### config.mk
export PLATFORM = sky130hd
export DESIGN_NAME = muldiv_unit
export DESIGN_NICKNAME = d
export VERILOG_FILES = /design/src/rtl/muldiv_pkg.sv /design/src/rtl/muldiv_divstep.sv /design/src/rtl/muldiv_unit.sv
export SDC_FILE = /design/constraint.sdc
export NUM_CORES = 1
export LEC_CHECK = 0
export CAP_MARGIN = 20
export CELL_PAD_IN_SITES_DETAIL_PLACEMENT = 0
export CELL_PAD_IN_SITES_GLOBAL_PLACEMENT = 1
export CORE_ASPECT_RATIO = 2
export CORE_MARGIN = 10
export CORE_UTILIZATION = 39
export CTS_CLUSTER_SIZE = 10
export DETAILED_ROUTE_END_ITERATION = 7
export GPL_TIMING_DRIVEN = 0
export HOLD_SLACK_MARGIN = 0.12
export PLACE_DENSITY = 0.87
export SLEW_MARGIN = 20
export SYNTH_ARGS = -nofsm -noshare
export SYNTH_HDL_FRONTEND = slang
export SYNTH_SLANG_ARGS = --single-unit
### constraint.sdc
create_clock -name clk -period 2.65 [get_ports clk]
set_input_delay 0.53 -clock clk [delete_from_list [all_inputs] [get_ports clk]]
set_output_delay 0.53 -clock clk [all_outputs]
set_load 0.005 [all_outputs]
### src/rtl/muldiv_pkg.sv
// Shared definitions for the iterative multiply/divide unit: op encodings,
// FSM state type and default widths.
package muldiv_pkg;

  localparam int DATA_WIDTH_DEF = 32;
  localparam int ADDR_WIDTH_DEF = 5;

  typedef enum logic [1:0] {
    OP_MUL   = 2'd0,
    OP_MULHU = 2'd1,
    OP_DIVU  = 2'd2,
    OP_REMU  = 2'd3
  } op_t;

  typedef enum logic [1:0] {
    ST_IDLE = 2'd0,
    ST_RUN  = 2'd1,
    ST_DONE = 2'd2
  } state_t;

  function automatic logic is_div(input op_t o);
    return o[1];
  endfunction

  // MULHU and REMU both take the upper half of the accumulator.
  function automatic logic sel_high(input op_t o);
    return o[0];
  endfunction

endpackage

### src/rtl/muldiv_divstep.sv
// One combinational restoring-divide step: shift in the next dividend bit,
// trial-subtract the divisor, keep the difference only if it did not go negative.
module muldiv_divstep #(
  parameter int DATA_WIDTH = 32
) (
  input  logic [DATA_WIDTH-1:0] rem,
  input  logic                  bit_in,
  input  logic [DATA_WIDTH-1:0] divisor,
  output logic [DATA_WIDTH-1:0] rem_next,
  output logic                  q_bit
);

  logic [DATA_WIDTH:0] partial;

  // rem < divisor always holds, so a successful difference fits in DATA_WIDTH bits.
  always_comb begin
    partial  = {rem, bit_in};
    q_bit    = (partial >= {1'b0, divisor});
    rem_next = q_bit ? DATA_WIDTH'(partial - {1'b0, divisor}) : partial[DATA_WIDTH-1:0];
  end

endmodule

### src/rtl/muldiv_unit.sv
// Iterative unsigned MUL/MULHU/DIVU/REMU, one bit per cycle.
// Divider datapath is built only when MULDIV_DIV_EN is defined.
//
// state   | meaning
// IDLE    | waiting for start; latches operands on start
// RUN     | DATA_WIDTH shift-add / shift-subtract steps
// DONE    | final select; outputs register on the following edge
module muldiv_unit
  import muldiv_pkg::*;
#(
  parameter int DATA_WIDTH = DATA_WIDTH_DEF,
  parameter int ADDR_WIDTH = ADDR_WIDTH_DEF
) (
  input  logic                  clk,
  input  logic                  rst_n,
  input  logic                  start,
  input  logic [1:0]            op,
  input  logic [DATA_WIDTH-1:0] operand_a,
  input  logic [DATA_WIDTH-1:0] operand_b,
  input  logic [ADDR_WIDTH-1:0] rd_in,
  output logic                  busy,
  output logic                  done,
  output logic [DATA_WIDTH-1:0] result,
  output logic [ADDR_WIDTH-1:0] rd_out,
  output logic                  wb_enable
);

  localparam int CNT_W = $clog2(DATA_WIDTH);
  localparam logic [CNT_W-1:0] CNT_LAST = CNT_W'(DATA_WIDTH - 1);

  state_t                  state, state_next;
  logic [CNT_W-1:0]        cnt;
  logic [2*DATA_WIDTH-1:0] acc, acc_step;
  logic [DATA_WIDTH-1:0]   a_reg, b_reg;
  op_t                     op_reg;
  logic [ADDR_WIDTH-1:0]   rd_reg;
  logic [DATA_WIDTH:0]     mul_sum;
  logic [DATA_WIDTH-1:0]   fin_result;
  logic                    fin_wb;
  logic                    accept;
  logic                    go_done;

`ifdef MULDIV_DIV_EN
  logic                  div0_reg;
  logic [DATA_WIDTH-1:0] rem_next;
  logic                  q_bit;

  muldiv_divstep #(.DATA_WIDTH(DATA_WIDTH)) u_divstep (
    .rem      (acc[2*DATA_WIDTH-1:DATA_WIDTH]),
    .bit_in   (a_reg[DATA_WIDTH-1]),
    .divisor  (b_reg),
    .rem_next (rem_next),
    .q_bit    (q_bit)
  );
`endif

  // done is registered one edge after DONE, so the pulse cycle must also block start.
  assign accept = start && !done;
  assign busy   = (state != ST_IDLE) || done;

  always_comb begin
`ifdef MULDIV_DIV_EN
    go_done = is_div(op_t'(op)) && (operand_b == '0);
`else
    go_done = is_div(op_t'(op));
`endif
  end

  // Right-shifting product: the add lands in the upper half, low bits shift out of it.
  always_comb begin
    mul_sum  = {1'b0, acc[2*DATA_WIDTH-1:DATA_WIDTH]} + {1'b0, (b_reg[0] ? a_reg : '0)};
    acc_step = {mul_sum, acc[DATA_WIDTH-1:1]};
`ifdef MULDIV_DIV_EN
    if (is_div(op_reg)) acc_step = {rem_next, acc[DATA_WIDTH-2:0], q_bit};
`endif
  end

  always_comb begin
    fin_result = sel_high(op_reg) ? acc[2*DATA_WIDTH-1:DATA_WIDTH] : acc[DATA_WIDTH-1:0];
    fin_wb     = 1'b1;
`ifdef MULDIV_DIV_EN
    if (div0_reg) fin_result = (op_reg == OP_DIVU) ? '1 : a_reg;
`else
    if (is_div(op_reg)) begin
      fin_result = '0;
      fin_wb     = 1'b0;
    end
`endif
  end

  always_comb begin
    state_next = state;
    case (state)
      ST_IDLE: if (accept) state_next = go_done ? ST_DONE : ST_RUN;
      ST_RUN:  if (cnt == CNT_LAST) state_next = ST_DONE;
      ST_DONE: state_next = ST_IDLE;
      default: state_next = ST_IDLE;
    endcase
  end

  always_ff @(posedge clk or negedge rst_n) begin
    if (!rst_n) begin
      state     <= ST_IDLE;
      cnt       <= '0;
      acc       <= '0;
      a_reg     <= '0;
      b_reg     <= '0;
      op_reg    <= OP_MUL;
      rd_reg    <= '0;
      done      <= 1'b0;
      wb_enable <= 1'b0;
      result    <= '0;
      rd_out    <= '0;
`ifdef MULDIV_DIV_EN
      div0_reg  <= 1'b0;
`endif
    end else begin
      state     <= state_next;
      done      <= (state == ST_DONE);
      wb_enable <= (state == ST_DONE) && fin_wb;
      if (state == ST_DONE) begin
        result <= fin_result;
        rd_out <= rd_reg;
      end
      case (state)
        ST_IDLE: begin
          if (accept) begin
            a_reg  <= operand_a;
            b_reg  <= operand_b;
            op_reg <= op_t'(op);
            rd_reg <= rd_in;
            cnt    <= '0;
            acc    <= '0;
`ifdef MULDIV_DIV_EN
            div0_reg <= go_done;
`endif
          end
        end
        ST_RUN: begin
          acc <= acc_step;
          cnt <= cnt + 1'b1;
`ifdef MULDIV_DIV_EN
          if (is_div(op_reg)) a_reg <= a_reg << 1;
          else                b_reg <= b_reg >> 1;
`else
          b_reg <= b_reg >> 1;
`endif
        end
        default: ;
      endcase
    end
  end

endmodule

Word-level counts from Yosys, hierarchy flattened --
Cells that the tools add are included.
Cells by class: reduce and logical (&&, ||, !) cells 10, $add $sub $neg 2, mux-type cells 14, equality and inequality tests 5
Operator list (number):
- 2-to-1 mux 32 bit | 4
- one-hot mux 64 bit (2 select lines) | 1
- 2-to-1 mux 64 bit | 1
- one-hot mux 32 bit (2 select lines) | 1
- adder 32 x 32 -> 33 bit | 1
- one-hot mux 5 bit (2 select lines) | 1
- 2-to-1 mux 2 bit | 3
- AND reduction 2 bit | 3
- adder 5 x 1 -> 5 bit, second input constant | 1
- == test 5 bit, second input constant | 1
- 2-to-1 mux 5 bit | 1
- != test 2 bit, second input constant | 2
- one-hot mux 2 bit (2 select lines) | 1
- nonzero test 2 bit | 2
- == test 2 x 1 -> 1 bit, second input constant | 1
- == test 2 bit, second input constant | 1
- logical AND 1 bit | 2
- logical NOT 2 bit | 1
- logical NOT 1 bit | 1
- logical OR 1 bit | 1
- 2-to-1 mux 1 bit | 1
Storage, ports and cells: register bits after elaboration 181, input port bits 74, logic and storage cells 42, output and inout bits 40

Depth between registers and ports, before layout --
word-level depth 4, mapped depth 11, gate-level depth less buffers 11

Worst setup path after synthesis --
OpenSTA, ideal clock, no wires.
path kind reg-to-reg, start point register b_reg[0], end point register acc[61], cell stages (with the launch flop) 12, buffers on the path 2, path slack 0.021 ns, period minus slack after synthesis 2.629 ns, arrival 2.508 ns, required time 2.528 ns, cell sequence dfrtp_1 > clkbuf_1 > and2_1 > ha_1 > buf_6 > a21o_1 > o21bai_1 > a221oi_2 > a2bb2oi_2 > a21oi_1 > or3_1 > a32o_1
Between the ends: word-level cells in the longest chain between the ends 3
RTL lines:
- start: declaration | line muldiv_unit.sv:34 | logic [DATA_WIDTH-1:0] a_reg, b_reg;
- start signal: assignment | line muldiv_unit.sv:129 | b_reg <= operand_b;
- start signal: assignment | line muldiv_unit.sv:146 | b_reg <= b_reg >> 1;
- 2-to-1 mux 32 bit | line muldiv_unit.sv:71 | mul_sum = {1'b0, acc[2*DATA_WIDTH-1:DATA_WIDTH]} + {1'b0, (b_reg[0] ? a_reg : '0)};
- adder 32 x 32 -> 33 bit | line muldiv_unit.sv:71
- one-hot mux 64 bit (2 select lines) | line muldiv_unit.sv:125 | case (state)
- end signal: assignment | line muldiv_unit.sv:140 | acc <= acc_step;
- end: declaration | line muldiv_unit.sv:33 | logic [2*DATA_WIDTH-1:0] acc, acc_step;
No other way between the ends. A chain may end at the register's enable or synchronous reset.

Worst setup path after layout --
start point register b_reg[0], end point register acc[55]
The elaborated chain is that of the path after synthesis.

==> results_dict.tcl <==
set metrics [dict create \
    critPathMaxFanout 10 \
    area_growth_syn_to_layout_pct 28.6 \
    regArea_sq_um 4530 \
    path_class "reg -> reg" \
    r2r_end "acc[55]" \
    avgViaCountPerCell 5.41 \
    synth_edf_count 0 \
    dieArea_sq_um 31000 \
    end_kind "flip-flop" \
    async_reset_ff_share_pct 100 \
    irDropWorstVdd_mv 0.580 \
    drv_slew 0 \
    synth_mux_area_share_pct 4.34 \
    insertion_delay_ns 0.46 \
    fin_skew_ns 0.0111 \
    wl_per_cell_microns 18.9 \
    p_leak_nw 5.30 \
    finalSetupViolations 19 \
    drt_first_iter_violations 476 \
    cts_buffers 17 \
    diodes 0 \
    violations "setup timing" \
    clock-root-buffer "clkbuf_16" \
    synth_fa_ha_area_share_pct 4.76 \
    met1_length_microns 10400 \
    dr_wl_met3_microns 884 \
    cts_tree "done" \
    largest_reg_flops 64 \
    mostFrequentLayoutCells "nand2_1 (308), dfrtp_1 (180), clkdlybuf4s50_1 (112)" \
    io_pins 114 \
    max_freq_ghz 0.351 \
    multi_input_area_sq_um 4810 \
    status "finished, violations left" \
    die_w_microns 130 \
    synth-xor-area-share_pct 2.06 \
    final_common_cell "nand2_1" \
    yosysSeqAreaShare_pct 48.4 \
    grt_pass1_vias 8727 \
    postRouteAntennaNets 0 \
    start_util_pct 39.5 \
    placed_area_sq_um 10900 \
    synthesis.area_sq_um 9360 \
    rsz0062_at_grt "yes" \
    port_buffers 113 \
    grtUsageTotal_pct 19.1 \
    final_layout_size_suffix_gt1_share_pct 10.6 \
    endpoint "acc[55]" \
    synth_compound_area_share_pct 15.8 \
    p_per_area_nw_per_um2 1250 \
    ys_ff_latch 181 \
    grt_max_degree 69 \
    tightest_slew_ns 0.795 \
    final_area_sq_um 12000 \
    antenna_found_initial 0 \
    reg2reg_slack_ns -0.20 \
    grt_overflow_total 0 \
    first_pass_iters 5 \
    die_y_microns 239 \
    synth_cells 1068 \
    synthesis.nets 1177 \
    synth_top_family_by_area "simple AND/OR/NAND/NOR gates" \
    pre_cts_ws_ns -1.09 \
    wl_met2_microns 15800 \
    fin_crit_sh_pct 108 \
    std_cell_rows 80 \
    ys.flop_type "dfrtp_1" \
    r2r-start "b_reg[0]" \
    fin_ws_ns -0.201 \
    start_kind "flip-flop" \
    via_count 8247 \
    hold_viol_final 0 \
    top_layer_used "met4" \
    crit_path_start "b_reg[0]" \
    core_sq_um 23700 \
    cp.arrival_ns 3.22 \
    hold_class "reg -> reg" \
    drcViolationCount 0 \
    r2r_cells 12 \
    clk_path_buf_depth 2 \
    syn_avg_cell_area_sq_um 8.77 \
    yosysUniqueCellTypes 65 \
    cts-htree-levels 4 \
    yosys.area_share.simple_pct 21.4 \
    synth_warnings 0 \
    routed_wirelength_microns 28800 \
    grt_first_pass_wirelength_microns 45700 \
    num-nets-final 1333 \
    place.gp.congestion 0.893 \
    clock-sinks 181 \
    hpwl_microns 21800 \
    maxCapViolations 0 \
    relSlewSlack_pct 47.0 \
    worstPathRequired_ns 3.02 \
    fill_cells 2271 \
    top_register "acc" \
    period_minus_slack_ns 2.85 \
    clkTransAtPathRegs_ns 0.07 \
]
==> metal layers <==
layer	up-vias	GRT usage, %
met1	3994	18.7
met4	0	12.0
met2	200	35.4
met3	74	3.69
li1	3979	-
met5	-	0
==> worst min path at each step <==
stage / startpoint / endpoint / depth (start not counted)
after CTS: a_reg[15] / a_reg[15] / 2
after global routing: a_reg[15] / a_reg[15] / 2
final: a_reg[15] / a_reg[15] / 2
after floorplan: rst_n / a_reg[0] / 0
after detailed placement: op_reg[1] / op_reg[1] / 2
after global placement: op_reg[1] / op_reg[1] / 2
==> timing repair <==
action	in CTS	in global routing
gates resized for setup	63	14
setup buffers	19	2
endpoints found under the hold margin	55	0
pin swaps	28	4
gates cloned	2	0
hold buffers	1	0
endpoints found under the setup margin	27	40
==> synth_stat cells (4+ instances only) <==
cell type  instances  area share (%)
nand2_1          310              12
dfrtp_1          181              48
o21ai_0          110             5.9
nor2_1            53             2.1
clkbuf_1          52             2.1
a31oi_1           38             2.5
mux2i_1           35             3.7
ha_1              34             4.5
and2_1            33             2.2
nand3_1           32             1.7
a21oi_1           26             1.4
inv_1             14            0.56
xor2_1            13             1.2
a21o_1            10            0.80
xnor2_1            9            0.84
a211oi_1           8            0.64
buf_1              8            0.32
o21ai_1            8            0.43
mux2_2             5            0.60
nand2b_1           5            0.33
nand4_1            5            0.33
nor3_1             5            0.27
or3_1              5            0.33
o211ai_1           4            0.32
o21a_1             4            0.32
o21bai_1           4            0.32
==> cell type report <==
cell class	instances	area share [%]
well taps	287	2.98
plain buffers	63	2.34
multi-input cells	809	39.9
clock inverters	15	1.80
repair buffers	138	11.4
inverters	14	0.437
flip-flops and latches	181	37.6
clock buffers	17	3.53
==> cell families (layout without fill, tap and decap cells) <==
kind of cell	Yosys count	in the layout
flip-flops	181	181
XOR/XNOR	22	22
AO/OA/AOI/OAI	242	242
multiplexers	40	40
AND/OR/NAND/NOR	470	470
adder cells (fa/ha/maj)	35	35
buffers and inverters	78	247
==> worst max-delay path, stage by stage (launching register included) <==
cell and delay [ns]:
dfrtp_2 0.54, clkbuf_8 0.25, nand2_1 0.11, fa_2 0.38, nor2b_2 0.14, o211ai_1 0.11
buf_4 0.16, buf_4 0.14, a211oi_2 0.19, o21a_1 0.18, o211ai_1 0.15, and4_1 0.23
o31ai_1 0.18
==> metrics by stage <==
stage	power, mW	utilization (%)	instances	TNS [ns]	hold WS, ns
after global placement	11.4	45.7	1468	-1183.79	0.451
after floorplan	9.06	-	1068	0	0.234
final	15.0	50.7	1524	-1.88	0.467
after global routing	16.1	50.7	1524	-4.42	0.490
after CTS	15.0	50.5	1522	-1.54	0.472
after detailed placement	11.5	46.0	1470	-19.62	0.455
==> report_power, final <==
group          internal [mW]  switching (mW)  total [mW]  leakage [nW]
sequential              3.92           0.917        4.83          2.30
combinational           3.13            4.29        7.42          2.69
clock                   1.53            1.24        2.77         0.303
total                   8.57            6.45        15.0          5.30
Note: power is estimated with default switching activity, not from simulation.
